`src/rtl/scaler_video_pkg.sv`:
```
// Shared types and timing helpers for the scaler video output stage.
package scaler_video_pkg;

    // Reader state: waiting for a run request, waiting for the first pixel, streaming.
    typedef enum logic [1:0] {
        IDLE  = 2'd0,
        PRIME = 2'd1,
        RUN   = 2'd2
    } state_t;

    // One complete raster description (active, front porch, sync, back porch per axis).
    typedef struct packed {
        int h_active;
        int h_fp;
        int h_sync;
        int h_bp;
        int v_active;
        int v_fp;
        int v_sync;
        int v_bp;
    } timing_t;

    localparam timing_t TIMING_960X768 = '{
        h_active: 960,  h_fp: 16, h_sync: 96,  h_bp: 48,
        v_active: 768,  v_fp: 3,  v_sync: 6,   v_bp: 29
    };

    localparam timing_t TIMING_1280X1024 = '{
        h_active: 1280, h_fp: 48, h_sync: 112, h_bp: 248,
        v_active: 1024, v_fp: 1,  v_sync: 3,   v_bp: 38
    };

    localparam timing_t TIMING_640X512 = '{
        h_active: 640,  h_fp: 16, h_sync: 96,  h_bp: 48,
        v_active: 512,  v_fp: 3,  v_sync: 6,   v_bp: 29
    };

    // Clocks per line.
    function automatic int h_total(input int active, input int fp, input int sync, input int bp);
        return active + fp + sync + bp;
    endfunction

    // Lines per frame.
    function automatic int v_total(input int active, input int fp, input int sync, input int bp);
        return active + fp + sync + bp;
    endfunction

endpackage

```
`src/rtl/scaler_video_out_counter.sv`:
```
// Horizontal/vertical raster counters with decoded timing strobes.
// While hold is high the counters sit at the origin (0,0).
module video_timing_counter
    import scaler_video_pkg::*;
#(
    parameter int H_ACTIVE  = 960,
    parameter int H_FP      = 16,
    parameter int H_SYNC    = 96,
    parameter int H_BP      = 48,
    parameter int V_ACTIVE  = 768,
    parameter int V_FP      = 3,
    parameter int V_SYNC    = 6,
    parameter int V_BP      = 29,
    parameter int CNT_WIDTH = 12
) (
    input  logic clk,
    input  logic rst,
    input  logic hold,
    output logic active,
    output logic hsync_raw,
    output logic vsync_raw,
    output logic frame_last,
    output logic blank_start
);

    localparam int H_TOTAL = h_total(H_ACTIVE, H_FP, H_SYNC, H_BP);
    localparam int V_TOTAL = v_total(V_ACTIVE, V_FP, V_SYNC, V_BP);

    localparam logic [CNT_WIDTH-1:0] H_ACT      = CNT_WIDTH'(H_ACTIVE);
    localparam logic [CNT_WIDTH-1:0] H_SYNC_BEG = CNT_WIDTH'(H_ACTIVE + H_FP);
    localparam logic [CNT_WIDTH-1:0] H_SYNC_END = CNT_WIDTH'(H_ACTIVE + H_FP + H_SYNC);
    localparam logic [CNT_WIDTH-1:0] H_LAST     = CNT_WIDTH'(H_TOTAL - 1);
    localparam logic [CNT_WIDTH-1:0] V_ACT      = CNT_WIDTH'(V_ACTIVE);
    localparam logic [CNT_WIDTH-1:0] V_SYNC_BEG = CNT_WIDTH'(V_ACTIVE + V_FP);
    localparam logic [CNT_WIDTH-1:0] V_SYNC_END = CNT_WIDTH'(V_ACTIVE + V_FP + V_SYNC);
    localparam logic [CNT_WIDTH-1:0] V_LAST     = CNT_WIDTH'(V_TOTAL - 1);

    logic [CNT_WIDTH-1:0] h;
    logic [CNT_WIDTH-1:0] v;

    // Free-running raster position; v advances when h wraps, so vsync changes at h=0.
    always_ff @(posedge clk or posedge rst) begin
        if (rst) begin
            h <= '0;
            v <= '0;
        end else if (hold) begin
            h <= '0;
            v <= '0;
        end else if (h == H_LAST) begin
            h <= '0;
            v <= (v == V_LAST) ? '0 : v + CNT_WIDTH'(1);
        end else begin
            h <= h + CNT_WIDTH'(1);
        end
    end

    // Decode the raster position into region strobes.
    always_comb begin
        active      = (h < H_ACT) && (v < V_ACT);
        hsync_raw   = (h >= H_SYNC_BEG) && (h < H_SYNC_END);
        vsync_raw   = (v >= V_SYNC_BEG) && (v < V_SYNC_END);
        frame_last  = (h == H_LAST) && (v == V_LAST);
        blank_start = (h == '0) && (v == V_ACT);
    end

endmodule

```
`src/rtl/scaler_video_out.sv`:
```
// Display-side reader of the scaler output stream: pulls show-ahead pixels,
// produces raster timing with aligned pixel data, requests frames from the
// scaler and flags underflow when a pixel is missing in active video.
module scaler_video_out
    import scaler_video_pkg::*;
#(
    parameter int DATA_WIDTH = 8,
    parameter int CHANNELS   = 3,
    parameter int H_ACTIVE   = 960,
    parameter int H_FP       = 16,
    parameter int H_SYNC     = 96,
    parameter int H_BP       = 48,
    parameter int V_ACTIVE   = 768,
    parameter int V_FP       = 3,
    parameter int V_SYNC     = 6,
    parameter int V_BP       = 29,
    parameter int SYNC_POL   = 0,
    parameter int CNT_WIDTH  = 12
) (
    input  logic                           clk,
    input  logic                           rst,
    input  logic                           enable,
    input  logic [DATA_WIDTH*CHANNELS-1:0] dOut,
    input  logic                           dOutValid,
    output logic                           nextDout,
    output logic                           start,
    output logic                           vid_hs,
    output logic                           vid_vs,
    output logic                           vid_de,
    output logic [DATA_WIDTH*CHANNELS-1:0] vid_data,
    output logic                           underflow,
    input  logic                           underflow_clr,
    output logic [15:0]                    frame_cnt
);

    localparam int   PIX_W   = DATA_WIDTH * CHANNELS;
    localparam logic SYNC_ON = (SYNC_POL != 0);

    state_t state;
    state_t state_next;

    logic run;
    logic hold;
    logic active;
    logic hsync_raw;
    logic vsync_raw;
    logic frame_last;
    logic blank_start;
    logic starve;

    logic             de_p1;
    logic             hs_p1;
    logic             vs_p1;
    logic [PIX_W-1:0] data_p1;

    assign run  = (state == RUN);
    assign hold = ~run;

    video_timing_counter #(
        .H_ACTIVE  (H_ACTIVE),
        .H_FP      (H_FP),
        .H_SYNC    (H_SYNC),
        .H_BP      (H_BP),
        .V_ACTIVE  (V_ACTIVE),
        .V_FP      (V_FP),
        .V_SYNC    (V_SYNC),
        .V_BP      (V_BP),
        .CNT_WIDTH (CNT_WIDTH)
    ) u_timing (
        .clk         (clk),
        .rst         (rst),
        .hold        (hold),
        .active      (active),
        .hsync_raw   (hsync_raw),
        .vsync_raw   (vsync_raw),
        .frame_last  (frame_last),
        .blank_start (blank_start)
    );

    // State register.
    always_ff @(posedge clk or posedge rst) begin
        if (rst) state <= IDLE;
        else     state <= state_next;
    end

    // Next state and the frame-request pulse. The request for the next frame goes
    // out at the first blanking line so the scaler has the whole blanking interval
    // to refill; a frame in progress always runs to its last pixel.
    always_comb begin
        state_next = state;
        start      = 1'b0;
        case (state)
            IDLE: begin
                if (enable) begin
                    start      = 1'b1;
                    state_next = PRIME;
                end
            end
            PRIME: begin
                if (dOutValid) state_next = RUN;
            end
            RUN: begin
                if (blank_start) start = 1'b1;
                if (frame_last && !enable) state_next = IDLE;
            end
            default: state_next = IDLE;
        endcase
        // Keep the pulse quiet while reset is held even if enable is already high.
        if (rst) start = 1'b0;
    end

    // Show-ahead consume: one pixel per active clock, only when one is on offer.
    assign nextDout = run & active & dOutValid;
    assign starve   = run & active & ~dOutValid;

    // ---- stage p1: timing and pixel registered together ----
    // Registered video outputs, aligned to the pixel consumed on the previous clock.
    always_ff @(posedge clk or posedge rst) begin
        if (rst) begin
            de_p1   <= 1'b0;
            hs_p1   <= ~SYNC_ON;
            vs_p1   <= ~SYNC_ON;
            data_p1 <= '0;
        end else begin
            de_p1   <= run & active;
            hs_p1   <= (run & hsync_raw) ? SYNC_ON : ~SYNC_ON;
            vs_p1   <= (run & vsync_raw) ? SYNC_ON : ~SYNC_ON;
            data_p1 <= nextDout ? dOut : '0;
        end
    end

    // Sticky underflow flag; a fresh starvation beats a simultaneous clear.
    always_ff @(posedge clk or posedge rst) begin
        if (rst)                underflow <= 1'b0;
        else if (starve)        underflow <= 1'b1;
        else if (underflow_clr) underflow <= 1'b0;
    end

    // Completed-frame counter, wraps naturally.
    always_ff @(posedge clk or posedge rst) begin
        if (rst)                    frame_cnt <= '0;
        else if (run && frame_last) frame_cnt <= frame_cnt + 16'd1;
    end

    assign vid_de   = de_p1;
    assign vid_hs   = hs_p1;
    assign vid_vs   = vs_p1;
    assign vid_data = data_p1;

endmodule

```
`config.mk`:
```
export PLATFORM = sky130hd
export DESIGN_NAME = scaler_video_out
export DESIGN_NICKNAME = d
export VERILOG_FILES = /design/src/rtl/scaler_video_pkg.sv /design/src/rtl/scaler_video_out_counter.sv /design/src/rtl/scaler_video_out.sv
export SDC_FILE = /design/constraint.sdc
export NUM_CORES = 1
export LEC_CHECK = 0
export BUFFER_PORTS_ARGS = -buffer_cell sky130_fd_sc_hd__clkbuf_2
export CELL_PAD_IN_SITES_DETAIL_PLACEMENT = 1
export CELL_PAD_IN_SITES_GLOBAL_PLACEMENT = 1
export CORE_MARGIN = 10
export CORE_UTILIZATION = 44
export CTS_CLUSTER_DIAMETER = 80
export DETAILED_ROUTE_END_ITERATION = 10
export PLACE_DENSITY_LB_ADDON = 0.1
export SLEW_MARGIN = 20
export SYNTH_ARGS = -nofsm -noshare
export SYNTH_HDL_FRONTEND = slang
export SYNTH_SLANG_ARGS = --single-unit
```
`constraint.sdc`:
```
create_clock -name clk -period 4.1 [get_ports clk]
set_input_delay 0.205 -clock clk [delete_from_list [all_inputs] [get_ports clk]]
set_output_delay 0.205 -clock clk [all_outputs]
set_load 0.005 [all_outputs]
```
Word level (Yosys, flattened, before mapping)
Cells that the tools add are included.
Cells by class
  add/sub/neg operators: 3
  magnitude comparators: 6
  equality and inequality tests: 9
  mux-type cells: 18
  bitwise gates (word level): 6
  reductions and logical operators: 12
Operators with widths (count)
  $mux W12: 5
  $lt A12 B10 Y1 const B: 3
  $add A12 B1 Y12 const B: 2
  $eq A12 B10 Y1 const B: 2
  $ge A12 B10 Y1 const B: 2
  $mux W24: 1
  $add A16 B1 Y16 const B: 1
  $eq A12 B11 Y1 const B: 1
  $logic_not A12 Y1: 1
  $lt A12 B11 Y1 const B: 1
  $logic_and A1 B1 Y1: 7
  $mux W1: 7
  $mux W2: 3
  $pmux W2 S3: 1
  $and A1 B1 Y1: 5
  $ne A2 B1 Y1 const B: 2
  $ne A2 B2 Y1 const B: 2
  $reduce_and A3 Y1: 1
  $eq A2 B1 Y1 const B: 1
  $eq A2 B2 Y1 const B: 1
  $logic_not A2 Y1: 1
  $pmux W1 S2: 1
  $reduce_bool A2 Y1: 1
  $logic_not A1 Y1: 1
  $not A1 Y1: 1
Word-level totals
  bits in registers: 70
  input bits: 29
  output and inout bits: 46
  logic and storage cells: 63

Depth between registers and ports, before layout
Gate-level depths: netlist (run 1).
  word-level depth: 5
  mapped depth: 8
  gate-level depth less buffers: 7

By module
From an unflattened synthesis (run 1), not the netlist that was laid out.
Second synthesis, totals
  cell total of the unflattened synthesis: 302
  area, all modules: 3191.8 µm²
Modules (own cells, without submodules)
  scaler_video_out: instances 1, cells each 131, area each 1746.7 µm², seq. area each 1153.6 µm²
  video_timing_counter: instances 1, cells each 171, area each 1445.1 µm², seq. area each 600.6 µm²

Least setup slack after synthesis (run 1)
No wires, ideal clock.
  path kind: reg-to-reg
  from: reg u_timing.h[0]
  to: reg frame_cnt[1]
  library setup time: 0.127 ns
  arrival: 2.248 ns
  data required time: 3.973 ns
  setup slack: 1.724 ns
  cell stages (with the launch flop): 7
  buffers on the path: 1
  period minus slack after synthesis: 2.376 ns
  path through: dfrtp_1 > ha_1 > nand3_1 > or4_1 > buf_4 > nor4_4 > mux2_1
Between the ends
  cells in the longest elaborated chain, start to end: 3
RTL lines
  start: declaration: line scaler_video_out_counter.sv:38  | logic [CNT_WIDTH-1:0] h;
  start signal: assignment: line scaler_video_out_counter.sv:53  | h <= h + CNT_WIDTH'(1);
  $eq A12 B11 Y1: line scaler_video_out_counter.sv:62  | frame_last = (h == H_LAST) && (v == V_LAST);
  $logic_and A1 B1 Y1: line scaler_video_out_counter.sv:62
  $logic_and A1 B1 Y1: line scaler_video_out.sv:142  | else if (run && frame_last) frame_cnt <= frame_cnt + 16'd1;
  end signal: assignment: line scaler_video_out.sv:142
  end: declaration: line scaler_video_out.sv:33  | output logic [15:0] frame_cnt
Every way passes these cells.
A chain may end at the register's enable or synchronous reset.

Final worst setup path (run 1)
Same ends and word-level chain as after synthesis.

==> results of run 1 <==
-- registers in the layout (all words and copies together), names as in the netlist --
register	flops
u_timing.v	12
frame_cnt	16
vid_de	1
vid_data	24
vid_hs	1
state	2
u_timing.h	12
underflow	1
vid_vs	1
-- synthesized netlist by cell type (all sizes together), types with 4 or more instances --
library cell / count / area share, %
a31oi: 4 / 0.80
inv: 11 / 1.3
xnor2: 19 / 5.3
or4: 4 / 0.96
ha: 7 / 2.8
nor3: 6 / 0.96
dfrtp: 68 / 54
nand2: 18 / 2.2
a21oi: 4 / 0.64
and3: 29 / 5.8
o21ai: 9 / 1.4
nor4: 7 / 2.4
or3: 4 / 0.80
nor2: 25 / 3.0
clkbuf: 10 / 1.2
nand4: 12 / 2.4
xor2: 6 / 1.7
nand3: 14 / 2.2
-- cell type report --
type                            instances  area share, %
Inverter                               11          1.108
Multi-Input combinational cell        199          33.30
Sequential cell                        70          45.68
Tap cell                               96          3.128
Timing Repair Buffer                   76          10.04
Clock buffer                            9          3.226
Clock inverter                          6          3.519
-- worst max-delay path: stages (launching register included) --
cell                      delay (ns)
sky130_fd_sc_hd__dfrtp_1        0.41
sky130_fd_sc_hd__ha_1           0.21
sky130_fd_sc_hd__nand3_1        0.20
sky130_fd_sc_hd__or4_1          0.82
sky130_fd_sc_hd__nor4_4         0.67
sky130_fd_sc_hd__mux2_1         0.38
-- kinds of logic after synthesis --
kind of cell | Yosys count | share of synthesized area (%)
AND/OR/NAND/NOR | 136 | 24.84
flip-flops | 70 | 56.17
AO/OA/AOI/OAI | 30 | 5.929
XOR/XNOR | 25 | 7.011
buffers and inverters | 23 | 2.885
adder cells (fa/ha/maj) | 7 | 2.804
multiplexers | 1 | 0.3606
-- routing by layer --
metal  track usage [%]  up-vias  share of wire (%)
met5                 0        -                  0
met4             6.561        0                2.2
met3             5.019       16                6.1
met2             28.15       63                 52
met1             17.91     1252                 40
li1                  -     1179                  -
-- report_power, final --
group	internal, mW	switching (mW)
sequential	0.739	0.0275
combinational	0.0903	0.163
clock	0.462	0.263
total	1.29	0.454
-- worst paths after layout --
path | startpoint | end | slack, ns | cells past startpoint
worst max-delay path | u_timing.h[0]$_DFF_PP0_ | frame_cnt[1]$_DFFE_PP0P_ | 1.29 | 5
worst min-delay path | rst | u_timing.v[1]$_DFFE_PP0P_ | -0.002 | 2
max in group asynchronous | rst | vid_vs$_DFF_PP1_ | 3.28 | 3
min in group clk | underflow_clr | underflow$_DFFE_PP0P_ | 0.06 | 2
worst max register to register | u_timing.h[0]$_DFF_PP0_ | frame_cnt[1]$_DFFE_PP0P_ | 1.29 | 5
worst min register to register | frame_cnt[15]$_DFFE_PP0P_ | frame_cnt[15]$_DFFE_PP0P_ | 0.47 | 1
==> out/qor.txt, run 1 <==
=================================================================================
Failing checks                                                       negative hold slack
Critical path startpoint category                                       flip-flop
Setup WS pre-CTS                                                         1.317 ns
Vias in the first global route                                               2716
Capturing element type of the critical path                             flip-flop
Number of cells in the design after placement                                 452
Synth Cell Area                                                        3123 sq um
Die height                                                               104.2 um
Number of warnings reported in the yosys synthesis log                          0
First-pass GRT wire length                                               14300 um
Worst-path clk slew                                                       0.08 ns
Number of failing setup endpoints in the final timing report                    0
Row Count                                                                      30
Number of flops mapped to enable cells by yosys                                 0
Final worst-path cycle share                                               68.66%
Diode count                                                                     0
Power density over the cells                                         454.5 nW/um^2
Drt first pass iters                                                            4
Total via count after detailed routing                                       2510
Arrival time worst endpoint                                               3.04 ns
FMAX                                                                    355.3 MHz
Number of library cell types mapped by synthesis                               39
CTS tree                                                                    built
Count of cells resized by post-cts repair                                       0
Post-route DRC violation count                                                  0
Cell area after placement                                              3580 sq um
Clock latency of the later-clocked register in the worst-skew pair        0.34 ns
Util after Layout                                                          56.21%
Minimum hold slack                                                   -0.002153 ns
Hold_buf cts                                                                    0
Maximum number of pins on one net before global-route repair                   53
Routed wire per std cell                                                 18.05 um
Initial drt markers                                                           107
Placeable core region                                                  6832 sq um
Run status                                                           finished with violations
Proportion of layout cells with a drive suffix above 1                     26.42%
Clock Skews                                                            0.01096 ns
Synthesized instance count                                                    292
Layout Area Growth over Synthesis                                          22.96%
Fillers                                                                       801
Hold Fails Final Rpt                                                            2
Hpwl dp                                                                   6269 um
Sequential cell area                                                   1754 sq um
Io pins                                                                        75
Die span in x                                                            104.2 um
RSZ-0062 raised after global routing                                        false
Syn Area/Cell                                                         10.70 sq um
Number of clock sinks                                                          70
Minimum period implied by the final worst setup slack                    2.815 ns
Total Die Area                                                        10870 sq um
Number of port buffers                                                         74
Number of clock buffers inserted by TritonCTS                                   9
Commonest non-fill, non-tap cell in the layout                       sky130_fd_sc_hd__clkbuf_2
Global router's overall resource usage                                     16.19%
Initial Utilization                                                        45.71%
Remaining Overflow, GRT                                                         0
Number of buffers on the longest clock path                                     2
Sum of negative setup slack                                                  0 ns
Number of synthesized register bits                                            70
Required time reported for the critical path endpoint                     4.32 ns
Commonest cells after routing, fill and taps aside                   74 x sky130_fd_sc_hd__clkbuf_2, 68 x sky130_fd_sc_hd__dfrtp_1, 29 x sky130_fd_sc_hd__and3_1
Kind of critical path                                                flip-flop to flip-flop
Worst-margin pin slew                                                   0.8940 ns
Non-filler cells, final                                                       467
Power after layout                                                       1.745 mW
Vias per std cell                                                           5.375
Summed area of non-filler cells in the final layout                    3840 sq um
Routed Antenna Nets                                                             0
Maximum fanout count along the critical path                                   10
Net total in the final layout                                                 403
Synth async-reset ratio                                                    100.0%
Final weighted congestion of routability-driven global placement           0.8633
Final slew viol count                                                           0
Post CTS Setup Buffer Count                                                     0
Number of antenna violations at the first check in global routing               0
Final WS setup                                                           1.285 ns
Rel. slew slack                                                            40.40%
Path category of the worst min-delay check                           input pin to asynchronous set/reset pin
Commonest register cell after synthesis                              sky130_fd_sc_hd__dfrtp_1
Portion of the post-synthesis area used by sequential elements             56.17%
Syn nets                                                                      328
Routed wire length                                                        8429 um
Cell leakage power                                                       1.945 nW
CTS H-tree lvls                                                                 3
Root buffer cell                                                     sky130_fd_sc_hd__clkbuf_8
IR drop worst, VDD                                                       261.1 uV
Max-cap violation count                                                         0
Total area of multi-input combinational cells                          1279 sq um
=================================================================================
Note: power is estimated with default switching activity, not from simulation.
==> run 2: changes to the inputs <==
--- a/config.mk
+++ b/config.mk
@@ -9,7 +9,7 @@
 export CELL_PAD_IN_SITES_DETAIL_PLACEMENT = 1
 export CELL_PAD_IN_SITES_GLOBAL_PLACEMENT = 1
 export CORE_MARGIN = 10
-export CORE_UTILIZATION = 44
+export CORE_UTILIZATION = 41
 export CTS_CLUSTER_DIAMETER = 80
 export DETAILED_ROUTE_END_ITERATION = 10
 export PLACE_DENSITY_LB_ADDON = 0.1
==> constraint.sdc (replaced) <==
create_clock -name clk -period 2.9 [get_ports clk]
set_input_delay 0.145 -clock clk [delete_from_list [all_inputs] [get_ports clk]]
set_output_delay 0.145 -clock clk [all_outputs]
set_load 0.005 [all_outputs]
==> out/qor.txt, run 2 (same netlist as run 1, synthesis figures left out) <==
=================================================================================
Final weighted congestion of routability-driven global placement           0.8000   -7.3%
Clock latency of the later-clocked register in the worst-skew pair        0.35 ns   about the same
Minimum hold slack                                                     0.02817 ns   +0.03032 ns
Proportion of layout cells with a drive suffix above 1                     27.37%   +0.95 points
Initial drt markers                                                            95   -11%
Cell leakage power                                                       1.954 nW   +0.45%
Capturing element type of the critical path                             flip-flop
Total Die Area                                                        11510 sq um   +5.9%
Power density over the cells                                         589.0 nW/um^2   +30%
Routed wire length                                                        8681 um   +3.0%
Number of antenna violations at the first check in global routing               0   unchanged
Final worst-path cycle share                                               87.61%   +19 points
Diode count                                                                     0   unchanged
Commonest cells after routing, fill and taps aside                   74 x sky130_fd_sc_hd__clkbuf_2, 68 x sky130_fd_sc_hd__dfrtp_1, 29 x sky130_fd_sc_hd__and3_1
Run status                                                           finished clean
Minimum period implied by the final worst setup slack                    2.541 ns   -0.2741 ns
Routed Antenna Nets                                                             0   unchanged
Total routed wire length on the met1 layer                                3666 um   +8.8%
Remaining Overflow, GRT                                                         0   unchanged
Count of cells resized by post-cts repair                                       0   unchanged
Number of port buffers                                                         74   unchanged
Met3 wire length                                                           398 um   -23%
Total via count after detailed routing                                       2517   +0.28%
Hpwl dp                                                                   6475 um   +3.3%
Placeable core region                                                  7331 sq um   +7.3%
Final slew viol count                                                           0   unchanged
Worst-margin pin slew                                                   0.5807 ns   -0.3133 ns
Worst-path clk slew                                                       0.08 ns   about the same
IR drop worst, VDD                                                       348.1 uV   +33%
Required time reported for the critical path endpoint                     3.13 ns   -1.19 ns
Flip-flop count of the largest register after layout                           24   unchanged
Global router's overall resource usage                                     16.05%   -0.14 points
Net total in the final layout                                                 411   +2.0%
Sum of negative setup slack                                                  0 ns   unchanged
FMAX                                                                    393.6 MHz   +11%
Vias in the first global route                                               2782   +2.4%
Post CTS Setup Buffer Count                                                     0   unchanged
Row Count                                                                      31   +3.3%
Routed wire per std cell                                                 18.12 um   +0.41%
Maximum number of pins on one net before global-route repair                   29   -45%
Die height                                                               107.3 um   +2.9%
Vias per std cell                                                           5.255   -2.2%
First-pass GRT wire length                                               14640 um   +2.4%
CTS tree                                                                    built
Clock Skews                                                            0.01248 ns   +0.001524 ns
Die span in x                                                            107.3 um   +2.9%
Number of clock buffers inserted by TritonCTS                                   9   unchanged
Root buffer cell                                                     sky130_fd_sc_hd__clkbuf_8
Max-cap violation count                                                         0   unchanged
Critical path startpoint category                                       flip-flop
Highest routing layer actually used                                          met4
Number of buffers on the longest clock path                                     2   unchanged
RSZ-0062 raised after global routing                                        false
Hold Fails Final Rpt                                                            0   -2
Layout Area Growth over Synthesis                                          23.20%
Path category of the worst min-delay check                           input pin to flip-flop
Number of clock sinks                                                          70   unchanged
Hold_buf cts                                                                    2   +2
Drt first pass iters                                                            4   unchanged
Rel. slew slack                                                            61.29%   +21 points
Io pins                                                                        75   unchanged
Arrival time worst endpoint                                               2.78 ns   -0.26 ns
Maximum fanout count along the critical path                                    6   -4
Commonest non-fill, non-tap cell in the layout                       sky130_fd_sc_hd__clkbuf_2
Number of failing setup endpoints in the final timing report                    0   unchanged
Fillers                                                                       854   +6.6%
Kind of critical path                                                flip-flop to flip-flop
Post-route DRC violation count                                                  0   unchanged
CTS H-tree lvls                                                                 3   unchanged
Routed length on met2                                                     4524 um   +3.9%
Initial Utilization                                                        42.60%   -3.1 points
=================================================================================
[run 2: cell types whose count changed in the layout (fill, tap and decap cells not counted), moves of 2 or more]
cell and change:
sky130_fd_sc_hd__buf_4 +6, sky130_fd_sc_hd__clkinv_4 +2, sky130_fd_sc_hd__bufinv_16 -3, sky130_fd_sc_hd__dlygate4sd3_1 +2
[run 2: worst paths after layout]
path                                             end                      start  slack, ns  cells past startpoint
max                         frame_cnt[9]$_DFFE_PP0P_    u_timing.h[8]$_DFF_PP0_       0.36                      6
min                           vid_data[16]$_DFF_PP0_                   dOut[16]       0.03                      2
max reg2reg                 frame_cnt[9]$_DFFE_PP0P_    u_timing.h[8]$_DFF_PP0_       0.36                      6
min reg2reg                frame_cnt[15]$_DFFE_PP0P_  frame_cnt[15]$_DFFE_PP0P_       0.48                      1
max in group asynchronous     vid_data[23]$_DFF_PP0_                        rst       1.75                      4
min in group asynchronous  frame_cnt[14]$_DFFE_PP0P_                        rst       0.37                      3
[run 2: metrics by stage]
step                      total power, mW  std cells  setup WS [ns]  utilization (%)  instance area, sq um
after CTS                           2.299        479         0.3144            52.48                  3847
final                               2.266        479         0.3592            52.48                  3847
after floorplan                     1.303        292         0.5243                -                  3123
after global routing                2.392        479         0.1321            52.48                  3847
after detailed placement            1.491        461         0.3397            49.50                  3628
after global placement              1.471        461         0.4311            49.50                  3628
[run 2: worst max-delay path: stages (launching register included)]
cell	delay [ns]
sky130_fd_sc_hd__dfrtp_1	0.41
sky130_fd_sc_hd__or3_1	0.42
sky130_fd_sc_hd__or4_1	0.67
sky130_fd_sc_hd__nor4_4	0.45
sky130_fd_sc_hd__buf_4	0.22
sky130_fd_sc_hd__nand4_1	0.11
sky130_fd_sc_hd__xnor2_1	0.14
[run 2: area by class of cell]
cell class	instances	area, sq um	share of cell area [%]
clock inverters	6	71.32	1.854
inverters	11	41.29	1.073
well taps	99	123.9	3.220
clock buffers	10	127.6	3.317
flip-flops and latches	70	1754	45.59
repair buffers	84	450.4	11.71
multi-input cells	199	1279	33.24
[run 2: where the power goes]
group | leakage (nW) | total (mW) | switching [mW] | internal (mW)
logic | 0.899 | 0.380 | 0.240 | 0.140
clock network | 0.0931 | 0.805 | 0.401 | 0.404
registers | 0.962 | 1.08 | 0.0375 | 1.04
[run 2: layer usage]
metal  vias up  global-route usage [%]
li1       1194                       -
met5         -                       0
met1      1275                   18.52
met4         0                   5.803
met2        41                   27.14
met3         7                   5.269
==> run 3: changes to the inputs <==
--- a/config.mk
+++ b/config.mk
@@ -8,7 +8,7 @@
 export BUFFER_PORTS_ARGS = -buffer_cell sky130_fd_sc_hd__clkbuf_2
 export CELL_PAD_IN_SITES_DETAIL_PLACEMENT = 1
 export CELL_PAD_IN_SITES_GLOBAL_PLACEMENT = 1
-export CORE_MARGIN = 10
+export CORE_MARGIN = 2
 export CORE_UTILIZATION = 41
 export CTS_CLUSTER_DIAMETER = 80
 export DETAILED_ROUTE_END_ITERATION = 10
==> out/qor.txt, run 3 (same netlist as run 1, synthesis figures left out) <==
=================================================================================
Startpoint of the worst register-to-register path                    u_timing.v[7]$_DFFE_PP0P_
Power density over the cells                                         580.7 nW/um^2   -1.4%
CTS tree                                                                    built
Minimum hold slack                                                     0.03488 ns   +0.006715 ns
Worst-margin pin slew                                                   0.8749 ns   +0.2943 ns
Total Die Area                                                         8331 sq um   -28%
Worst-case reg-to-reg path depth                                                5   -1
Endpoint of the lowest-slack register-to-register path               frame_cnt[8]$_DFFE_PP0P_
Rel. slew slack                                                            41.67%   -20 points
IR drop worst, VDD                                                       289.4 uV   -17%
RSZ-0062 raised after global routing                                        false
Die span in x                                                            91.28 um   -15%
Die height                                                               91.28 um   -15%
Number of clock sinks                                                          70   unchanged
Kind of critical path                                                flip-flop to flip-flop
Proportion of layout cells with a drive suffix above 1                     27.51%   +0.14 points
Net total in the final layout                                                 410   -0.24%
Drt first pass iters                                                            4   unchanged
CTS H-tree lvls                                                                 3   unchanged
Layout Area Growth over Synthesis                                          22.52%
Remaining Overflow, GRT                                                         0   unchanged
Run status                                                           finished clean
Global router's overall resource usage                                     20.15%   +4.1 points
Number of cells in the design after placement                                 461   unchanged
Initial Utilization                                                        42.60%   unchanged
Total via count after detailed routing                                       2509   -0.32%
Routed wire length                                                        7831 um   -9.8%
Number of clock buffers inserted by TritonCTS                                   9   unchanged
Number of failing setup endpoints in the final timing report                    0   unchanged
Required time reported for the critical path endpoint                     3.13 ns   about the same
Util after Layout                                                          52.19%   -0.29 points
Root buffer cell                                                     sky130_fd_sc_hd__clkbuf_8
Number of buffers on the longest clock path                                     2   unchanged
Vias per std cell                                                           5.260   +0.10%
Setup WS pre-CTS                                                        0.3701 ns   +0.03032 ns
Diode count                                                                     0   unchanged
Clock Skews                                                           0.005768 ns   -0.006713 ns
First-pass GRT wire length                                               13310 um   -9.1%
Capturing element type of the critical path                             flip-flop
Routed Antenna Nets                                                             0   unchanged
Max-cap violation count                                                         0   unchanged
Cell area after placement                                              3628 sq um   unchanged
Cell leakage power                                                       1.947 nW   -0.34%
Hold Fails Final Rpt                                                            0   unchanged
Row Count                                                                      31   unchanged
Initial drt markers                                                           106   +12%
Routed wire per std cell                                                 16.42 um   -9.4%
Number of antenna violations at the first check in global routing               0   unchanged
Launch instance of the worst min-delay path                              dOut[11]
Maximum number of pins on one net before global-route repair                   71   +140%
Path category of the worst min-delay check                           input pin to flip-flop
Arrival time worst endpoint                                               2.78 ns   about the same
Worst-path clk slew                                                       0.08 ns   about the same
Non-filler cells, final                                                       477   -0.42%
Worst Hold Endpoint                                                  vid_data[11]$_DFF_PP0_
Minimum period implied by the final worst setup slack                    2.548 ns   +0.007105 ns
Summed area of non-filler cells in the final layout                    3826 sq um   -0.55%
Final weighted congestion of routability-driven global placement           0.9108   +14%
Hpwl dp                                                                   5552 um   -14%
Commonest cells after routing, fill and taps aside                   74 x sky130_fd_sc_hd__clkbuf_2, 68 x sky130_fd_sc_hd__dfrtp_1, 29 x sky130_fd_sc_hd__and3_1
Placeable core region                                                  7331 sq um   unchanged
Commonest non-fill, non-tap cell in the layout                       sky130_fd_sc_hd__clkbuf_2
Final slew viol count                                                           0   unchanged
Critical path startpoint category                                       flip-flop
Sum of negative setup slack                                                  0 ns   unchanged
Post-route DRC violation count                                                  0   unchanged
Power after layout                                                       2.222 mW   -2.0%
Min-Delay Path Depth                                                            2   unchanged
Vias in the first global route                                               2673   -3.9%
Reg2Reg Setup Slack                                                       0.35 ns   about the same
Final worst-path cycle share                                               87.86%   +0.24 points
Flip-flop count of the largest register after layout                           24   unchanged
Clock latency of the later-clocked register in the worst-skew pair        0.34 ns   about the same
Final WS setup                                                          0.3521 ns   -0.007105 ns
Maximum fanout count along the critical path                                    7   +1
Number of port buffers                                                         74   unchanged
Io pins                                                                        75   unchanged
FMAX                                                                    392.5 MHz   -0.28%
=================================================================================
[run 3: where the power goes]
group          internal, mW  leakage, nW  switching (mW)  total, mW
registers              1.04        0.962          0.0412       1.09
clock network         0.390       0.0911           0.371      0.762
logic                 0.144        0.894           0.230      0.374
[run 3: cell type report]
class	count	area (sq um)
multi-input combinational	199	1279
clock buffer	9	123.9
clock inverter	6	63.81
timing repair buffer	83	440.4
inverter	11	41.29
tap	99	123.9
sequential	70	1754
fill	828	3505
[run 3: worst max-delay path, stage by stage (launching register included)]
cell and delay [ns]:
sky130_fd_sc_hd__dfrtp_1 0.45, sky130_fd_sc_hd__or4_1 0.56, sky130_fd_sc_hd__or4_1 0.62, sky130_fd_sc_hd__nor4_4 0.46, sky130_fd_sc_hd__nand3_1 0.17, sky130_fd_sc_hd__xnor2_1 0.16
[run 3: worst max path at each step]
stage | start | to | slack [ns]
global route | u_timing.v[7]$_DFFE_PP0P_ | start | 0.24
finish | u_timing.v[7]$_DFFE_PP0P_ | frame_cnt[8]$_DFFE_PP0P_ | 0.35
global placement | u_timing.v[7]$_DFFE_PP0P_ | frame_cnt[6]$_DFFE_PP0P_ | 0.48
floorplan | u_timing.h[0]$_DFF_PP0_ | frame_cnt[1]$_DFFE_PP0P_ | 0.52
CTS | u_timing.v[7]$_DFFE_PP0P_ | frame_cnt[8]$_DFFE_PP0P_ | 0.34
detailed placement | u_timing.v[7]$_DFFE_PP0P_ | frame_cnt[6]$_DFFE_PP0P_ | 0.37
[run 3: per-layer routing]
metal,part of all wire [%],vias up,wire length [um],track usage [%]
met3,3.1,12,239,3.402
met2,51,45,3983,33.21
met4,1.5,0,117,8.081
met1,45,1261,3491,26.47
li1,-,1191,-,-
met5,0,-,0,0
[run 3: repair_timing]
item	CTS	global route
hold buffers	1	0
buffers inserted	0	0
endpoints found under the hold margin	1	0
gates resized for setup	0	0
